File: src/rtl/axis_keep_check.sv
// Combinational tkeep qualifier: byte popcount, all-ones and
// contiguous-from-bit-0 flags.
module axis_keep_check #(
    parameter int KEEP_WIDTH = 64,
    parameter int PC_W       = $clog2(KEEP_WIDTH + 1)
) (
    input  logic [KEEP_WIDTH-1:0] keep,
    output logic [PC_W-1:0]       pop_cnt,
    output logic                  all_ones,
    output logic                  contig
);

    logic [KEEP_WIDTH-1:0] keep_inc;

    always_comb begin
        pop_cnt = '0;
        for (int i = 0; i < KEEP_WIDTH; i++) begin
            pop_cnt = pop_cnt + PC_W'(keep[i]);
        end
    end

    // A run of ones from bit 0 turns into a single carry when incremented.
    assign keep_inc = keep + KEEP_WIDTH'(1);
    assign all_ones = &keep;
    assign contig   = keep[0] && ((keep & keep_inc) == '0);

endmodule

File: config.mk
export PLATFORM = sky130hd
export DESIGN_NAME = axis_keep_check
export DESIGN_NICKNAME = d
export VERILOG_FILES = /design/src/rtl/axis_keep_check.sv
export SDC_FILE = /design/constraint.sdc
export NUM_CORES = 1
export LEC_CHECK = 0
export CAP_MARGIN = 20
export CORE_ASPECT_RATIO = 1.1
export CORE_MARGIN = 2
export CORE_UTILIZATION = 53
export DETAILED_ROUTE_END_ITERATION = 8
export PLACE_DENSITY = 0.94
export REMOVE_ABC_BUFFERS = 1
export SYNTH_ARGS = -nofsm -noshare
export SYNTH_HDL_FRONTEND = slang
export SYNTH_SLANG_ARGS = --single-unit
File: constraint.sdc
create_clock -name vclk -period 14.5
set_clock_uncertainty 0.1 [all_clocks]
set_input_delay 3.625 -clock vclk [all_inputs]
set_output_delay 3.625 -clock vclk [all_outputs]
set_load 0.005 [all_outputs]
==> metrics.yaml, run 1 <==
status: "completed"
rows: 28
drv_cap: 0
hold_buffers: 0
worst_slew_pin_slew_ps: 800
grt_antenna_before_repair: 1
num_antenna_cells: 0
wl_per_cell_um: 19.5
yosys_warnings: 0
die_w_um: 74.1
start_util_pct: 54.2
cts_setup_buffers: 0
required_ps: 10770
nFillCells: 428
grt_overflow: 0
hold_viol_final: 0
layout_min_cycle_time_ps: 14120
path_max_fanout: 5
crit_arrival_ps: 10390
synthCells: 360
slew_violations: 0
dp_hpwl_um: 8800
syn_avg_cell_area_um2: 7.97
ys_types: 48
dieArea_um2: 6020
fp.dieH_um: 81.2
hp-class: "input pin to primary output"
routed_wirelength_um: 9930
synth_area_um2: 2870
vias: 3065
crit_path_start_kind: "input pin"
cts_repair_resize_count: 0
clock_buffers: 0
nFlopsAndLatches: 0
pin_count: 73
grt_pass1_wl_um: 15600
rsz0062_at_grt: "false"
grt_pass1_vias: 3071
vias_per_cell: 6.03
endpoint_kind: "primary output"
crit_type: "input pin to primary output"
layout_commonest_cell: "inv_1"
final_cell_mix: "inv_1, clkdlybuf4s50_1, fa_1"
port_buffers: 73
max_freq_mhz: 70.8
setup-tns-final_ps: 0
ant_nets: 0
fin_nets: 570
slew_headroom_pct: 46.3
dr.pass1.iters: 5
dr.first_iter.drc_count: 303
drc: 0
gp_congestion: 0.998
yosysSeqAreaShare_pct: 0
drive_gt1_share_pct: 3.70
finalSetupViolCount: 0
core_um2: 5290
period_share_pct: 97.4
grt_max_degree: 14
syn2layout_area_growth_pct: 28.6
area.sequential_um2: 0
grt_util_all_layers_pct: 34.9
==> synthesized netlist by cell type (2+ instances only) <==
| master | count | area [um^2] |
|---|---|---|
| o22ai_1 | 3 | 18.8 |
| nand2_1 | 24 | 90.1 |
| inv_1 | 111 | 417 |
| o21bai_1 | 3 | 22.5 |
| nand4_4 | 2 | 42.5 |
| a21oi_1 | 9 | 45.0 |
| and3_1 | 2 | 12.5 |
| nor2_1 | 13 | 48.8 |
| o21ai_0 | 14 | 70.1 |
| and4_1 | 2 | 17.5 |
| nand4_1 | 21 | 131 |
| ha_1 | 17 | 213 |
| nand3_2 | 3 | 30.0 |
| a22oi_1 | 4 | 30.0 |
| fa_1 | 54 | 1080 |
| a221oi_1 | 2 | 17.5 |
| nor4_4 | 3 | 63.8 |
| xor2_1 | 2 | 17.5 |
| o31ai_1 | 7 | 52.6 |
| a31oi_1 | 4 | 25.0 |
| nor3_1 | 12 | 60.1 |
| xnor2_1 | 2 | 17.5 |
| nor4_1 | 4 | 25.0 |
| nand3_1 | 18 | 90.1 |
==> final cells by class <==
class,instances,area (um^2),share of cell area (%)
multi-input combinational,248,2440,66.1
inverter,111,417,11.3
tap,75,93.8,2.54
timing repair buffer,74,738,20.0
==> metal layers <==
| layer | up-vias | GRT usage [%] | part of all wire [%] |
|---|---|---|---|
| li1 | 1355 | - | - |
| met3 | 48 | 6.45 | 9.2 |
| met5 | - | 0 | 0 |
| met2 | 210 | 58.8 | 49 |
| met4 | 0 | 10.5 | 4.5 |
| met1 | 1452 | 45.5 | 38 |
==> per-stage QoR <==
| stage | util (%) | setup WS (ps) | hold WS, ps | cells | instance area (um^2) |
|---|---|---|---|---|---|
| after floorplan | - | 1750 | 7260 | 359 | 2860 |
| after global routing | 69.7 | 164 | 8280 | 508 | 3690 |
| after global placement | 69.7 | 623 | 8240 | 508 | 3690 |
| after detailed placement | 69.7 | 397 | 8230 | 508 | 3690 |
| final | 69.7 | 383 | 8240 | 508 | 3690 |
| after CTS | 69.7 | 398 | 8230 | 508 | 3690 |
==> worst max-delay path, cell delays in order <==
cell and delay, ps:
clkdlybuf4s50_1 570, inv_1 130, fa_1 560, inv_1 50, fa_1 410, fa_1 530
inv_1 70, fa_1 530, inv_1 50, fa_1 520, fa_1 440, fa_1 540
inv_1 50, fa_1 590, inv_1 60, ha_1 290, a21o_1 170, a21oi_1 220
o21bai_1 110, a21oi_1 190, xor2_1 160, clkdlybuf4s50_1 510
==> kinds of logic (layout without fill, tap and decap cells) <==
group	count (synthesis)	after routing	share of synthesized area, %
AO/OA/AOI/OAI	58	58	13.7
adder cells (fa/ha/maj)	71	71	45.1
XOR/XNOR	4	4	1.22
buffers and inverters	112	185	14.9
AND/OR/NAND/NOR	115	115	25.0
==> worst paths after layout <==
kind                         end      from  cells after the start  slack (ps)
worst min-delay path    all_ones  keep[63]                      5        8240
worst max-delay path  pop_cnt[5]  keep[47]                     22         380
Power of run 1 is not shown: default switching activity piles up to over one toggle a cycle in this logic, so the estimate is an artifact.
==> run 2: changes to the inputs <==
--- a/config.mk
+++ b/config.mk
@@ -6,12 +6,13 @@
 export NUM_CORES = 1
 export LEC_CHECK = 0
 export CAP_MARGIN = 20
+export CELL_PAD_IN_SITES_DETAIL_PLACEMENT = 0
+export CELL_PAD_IN_SITES_GLOBAL_PLACEMENT = 1
 export CORE_ASPECT_RATIO = 1.1
 export CORE_MARGIN = 2
-export CORE_UTILIZATION = 53
+export CORE_UTILIZATION = 38
 export DETAILED_ROUTE_END_ITERATION = 8
-export PLACE_DENSITY = 0.94
-export REMOVE_ABC_BUFFERS = 1
+export PLACE_DENSITY = 0.93
 export SYNTH_ARGS = -nofsm -noshare
 export SYNTH_HDL_FRONTEND = slang
 export SYNTH_SLANG_ARGS = --single-unit
==> run 2 against run 1 <==
Effect of this change:
- wire length fell by 3.1%
- first-iteration DRC count fell by 46%
- critical endpoint unchanged
- die area rose by 37%
- largest cell class unchanged
- critical path depth did not move
- clock-buffer cell count did not move
- fmax rose by 0.76%
- non-clock buffer count rose by 1
- worst hold slack improved by 18 ps
==> metrics.yaml, run 2 (same netlist as run 1, synthesis figures left out) <==
drv_cap: 0  # unchanged
slowest_delay_ps: 580  # was 590 ps
slew_violations: 0  # unchanged
core_um2: 7390  # was 5290 um^2
grt_util_all_layers_pct: 24.0  # was 34.9%
post_dp_cell_area_um2: 3710  # was 3690 um^2
dr.first_iter.drc_count: 164  # was 303
grt_overflow: 0  # unchanged
gp_congestion: 0.970  # was 0.998
fp.dieH_um: 95.1  # was 81.2 um
dr.pass1.iters: 4  # was 5
drive_gt1_share_pct: 3.92  # was 3.70%
layout_min_cycle_time_ps: 14010  # was 14120 ps
nFlopsAndLatches: 0  # unchanged
grt_util_met3_pct: 1.39  # was 6.45%
rows: 33  # was 28
period_share_pct: 96.6  # was 97.4%
rsz0062_at_grt: "false"  # unchanged
status: "completed"  # unchanged
cts_repair_resize_count: 0  # unchanged
cp_cell_sequence: "clkdlybuf4s50_1 > inv_1 > fa_1 > inv_1 > fa_1 > fa_1 > inv_1 > fa_1 > inv_1 > fa_1 > fa_1 > fa_1 > inv_1 > fa_1 > inv_1 > ha_1 > a21o_1 > a21oi_1 > o21bai_1 > a21oi_1 > xor2_1 > clkdlybuf4s50_1"  # unchanged
start_util_pct: 38.8  # was 54.2%
cts_setup_buffers: 0  # unchanged
die_w_um: 86.8  # was 74.1 um
grt_pass1_wl_um: 15300  # was 15600 um
port_buffers: 73  # unchanged
crit_buf_inv: 8  # unchanged
final_cell_mix: "inv_1, clkdlybuf4s50_1, fa_1"  # unchanged
syn-num-nets: 495
hp-class: "input pin to primary output"  # unchanged
grt_pass1_vias: 3080  # was 3071
hold_viol_final: 0  # unchanged
dp_hpwl_um: 8580  # was 8800 um
wl_per_cell_um: 18.5  # was 19.5 um
layout_commonest_cell: "inv_1"  # unchanged
vias_per_cell: 5.64  # was 6.03
max_freq_mhz: 71.4  # was 70.8 MHz
crit_path_start_kind: "input pin"  # unchanged
area.sequential_um2: 0  # unchanged
slew_headroom_pct: 47.2  # was 46.3%
num_antenna_cells: 0  # unchanged
crit_top_cell: "fa_1"  # unchanged
finalSetupViolCount: 0  # unchanged
routed_wirelength_um: 9620  # was 9930 um
grt.busiest_layer: "met2"  # unchanged
hold_buffers: 0  # unchanged
dieArea_um2: 8260  # was 6020 um^2
path_max_fanout: 5  # unchanged
clock_buffers: 0  # unchanged
worst_slew_pin_slew_ps: 786  # was 800 ps
endpoint_kind: "primary output"  # unchanged
grtUsageMet2_pct: 42.5  # was 58.8%
syn2layout_area_growth_pct: 29.4  # was 28.6%
final_area_um2: 3710  # was 3690 um^2
grt_antenna_before_repair: 0  # was 1
pin_count: 73  # unchanged
crit_type: "input pin to primary output"  # unchanged
drc: 0  # unchanged
cp_slowest_cell: "fa_1"  # unchanged
use_met1_pct: 32.0  # was 45.5%
critPathTopFamily: "adder cells"  # unchanged
grt_max_degree: 14  # unchanged
fin_nets: 571  # was 570
required_ps: 10770  # about the same
crit_arrival_ps: 10290  # was 10390 ps
setup-tns-final_ps: 0  # unchanged
vias: 2936  # was 3065
ant_nets: 0  # unchanged
[run 2: changes by cell type in the layout (fill, tap and decap cells not counted), sizes merged]
cell  change
buf       +1
[run 2: worst paths after layout]
path / slack (ps) / startpoint / depth (start not counted) / to
worst max-delay path: 490 / keep[47] / 22 / pop_cnt[5]
worst min-delay path: 8260 / keep[51] / 4 / all_ones
[run 2: cell type report]
type | count | area, um^2
fill | 740 | 3680
multi-input combinational | 248 | 2440
timing repair buffer | 75 | 746
tap | 87 | 109
inverter | 111 | 417
[run 2: per-layer routing]
| layer | vias up | wire (um) | share of wire (%) |
|---|---|---|---|
| met5 | - | 0 | 0 |
| met1 | 1400 | 3860 | 40 |
| met4 | 0 | 267 | 2.8 |
| li1 | 1354 | - | - |
| met3 | 27 | 647 | 6.7 |
| met2 | 155 | 4850 | 50 |
[run 2: per-stage QoR]
| step | setup WS, ps | utilization, % | cells | hold slack (ps) |
|---|---|---|---|---|
| finish | 490 | 50.2 | 521 | 8260 |
| global route | 180 | 50.2 | 521 | 8300 |
| CTS | 480 | 50.2 | 521 | 8260 |
| detailed placement | 480 | 50.2 | 521 | 8250 |
| global placement | 561 | 50.2 | 521 | 8240 |
| floorplan | 1750 | - | 360 | 7260 |
Power of run 2 is left out for the same reason.
==> run 3: changes to the inputs <==
--- a/config.mk
+++ b/config.mk
@@ -9,9 +9,10 @@
 export CELL_PAD_IN_SITES_DETAIL_PLACEMENT = 0
 export CELL_PAD_IN_SITES_GLOBAL_PLACEMENT = 1
 export CORE_ASPECT_RATIO = 1.1
-export CORE_MARGIN = 2
+export CORE_MARGIN = 5
 export CORE_UTILIZATION = 38
 export DETAILED_ROUTE_END_ITERATION = 8
+export GPL_TIMING_DRIVEN = 1
 export PLACE_DENSITY = 0.93
 export SYNTH_ARGS = -nofsm -noshare
 export SYNTH_HDL_FRONTEND = slang
==> run 3 against run 2 <==
Effect of this change:
- clock-buffer cell count stayed put
- die area is 14% higher
- flip-flop and latch count stayed put
- non-clock buffer count is 2 higher
==> metrics.yaml, run 3 (same netlist as run 1, synthesis figures left out) <==
num_antenna_cells: 0  # unchanged
cts_repair_resize_count: 0  # unchanged
syn2layout_area_growth_pct: 29.9  # was 29.4%
drv_cap: 0  # unchanged
period_share_pct: 96.3  # was 96.6%
clock_buffers: 0  # unchanged
dieArea_um2: 9390  # was 8260 um^2
nFlopsAndLatches: 0  # unchanged
final_cell_mix: "inv_1, clkdlybuf4s50_1, fa_1"  # unchanged
required_ps: 10770  # about the same
fp.dieH_um: 101  # was 95.1 um
min_path_cells: 4  # unchanged
grt_max_degree: 14  # unchanged
die_w_um: 92.8  # was 86.8 um
finalSetupViolCount: 0  # unchanged
rows: 33  # unchanged
routed_wirelength_um: 10000  # was 9620 um
rsz0062_at_grt: "false"  # unchanged
dr.pass1.iters: 5  # was 4
holdWs_ps: 8230  # was 8260 ps
dr.first_iter.drc_count: 271  # was 164
grt_pass1_wl_um: 15900  # was 15300 um
slew_violations: 0  # unchanged
worst_slew_pin_slew_ps: 749  # was 786 ps
vias: 2960  # was 2936
grt_overflow: 0  # unchanged
max_freq_mhz: 71.6  # was 71.4 MHz
pin_count: 73  # unchanged
crit_path_start_kind: "input pin"  # unchanged
drive_gt1_share_pct: 4.36  # was 3.92%
grt_util_all_layers_pct: 21.5  # was 24.0%
layout_min_cycle_time_ps: 13970  # was 14010 ps
hold_buffers: 0  # unchanged
start_util_pct: 38.8  # unchanged
endpoint_kind: "primary output"  # unchanged
syn-num-nets: 495  # unchanged
status: "completed"  # unchanged
hold_viol_final: 0  # unchanged
cts_setup_buffers: 0  # unchanged
hold_start: "keep[62]"  # was keep[51]
dp_hpwl_um: 8820  # was 8580 um
path_max_fanout: 3  # was 5
drc: 0  # unchanged
crit_type: "input pin to primary output"  # unchanged
crit_arrival_ps: 10240  # was 10290 ps
gp_congestion: 1.02  # was 0.970
wl_per_cell_um: 19.1  # was 18.5 um
nFillCells: 725  # was 740
slew_headroom_pct: 49.7  # was 47.2%
fin_nets: 573  # was 571
hp-class: "input pin to primary output"  # unchanged
grt_antenna_before_repair: 0  # unchanged
area.sequential_um2: 0  # unchanged
grt_pass1_vias: 3168  # was 3080
layout_commonest_cell: "inv_1"  # unchanged
port_buffers: 73  # unchanged
min_to: "all_ones"  # unchanged
vias_per_cell: 5.66  # was 5.64
setup-tns-final_ps: 0  # unchanged
core_um2: 7390  # unchanged
ant_nets: 0  # unchanged
## run 3: per-layer routing
metal  GRT usage [%]  wire length (um)
met5               0                 0
met4            5.86               330
met3            5.45               940
met2            37.6              4990
met1            26.2              3740
## run 3: worst max-delay path, cell delays in order
cell and delay, ps:
clkdlybuf4s50_1 500, inv_1 90, fa_1 550, inv_1 60
fa_1 410, fa_1 550, inv_1 60, fa_1 530
inv_1 50, fa_1 520, fa_1 440, fa_1 540
inv_1 60, fa_1 580, inv_1 60, ha_1 280
a21o_1 180, a21oi_1 210, o21bai_1 90, a21oi_1 180
xor2_1 160, clkdlybuf4s50_1 510
## run 3: worst max-delay path by stage
stage                   from         end  slack, ps  depth (start not counted)
floorplan           keep[35]  pop_cnt[5]       1750                         20
global placement    keep[35]  pop_cnt[5]        560                         22
detailed placement  keep[35]  pop_cnt[5]        500                         22
CTS                 keep[35]  pop_cnt[5]        500                         22
global route        keep[35]  pop_cnt[5]        220                         22
finish              keep[35]  pop_cnt[5]        530                         22
## run 3: final cells by class
type / instances / area, um^2 / area share, %
Multi-Input combinational cell: 248 / 2440 / 65.5
Timing Repair Buffer: 77 / 761 / 20.4
Inverter: 111 / 417 / 11.2
Tap cell: 87 / 109 / 2.92
## run 3: stage by stage
stage	instance area, um^2	setup WS [ps]	util (%)	cells
2_1_floorplan	2870	1750	-	360
3_3_place_gp	3730	560	50.4	523
3_5_place_dp	3730	502	50.4	523
4_1_cts	3730	501	50.4	523
5_1_grt	3730	224	50.4	523
6_report	3730	531	50.4	523
Power of run 3 is left out for the same reason.
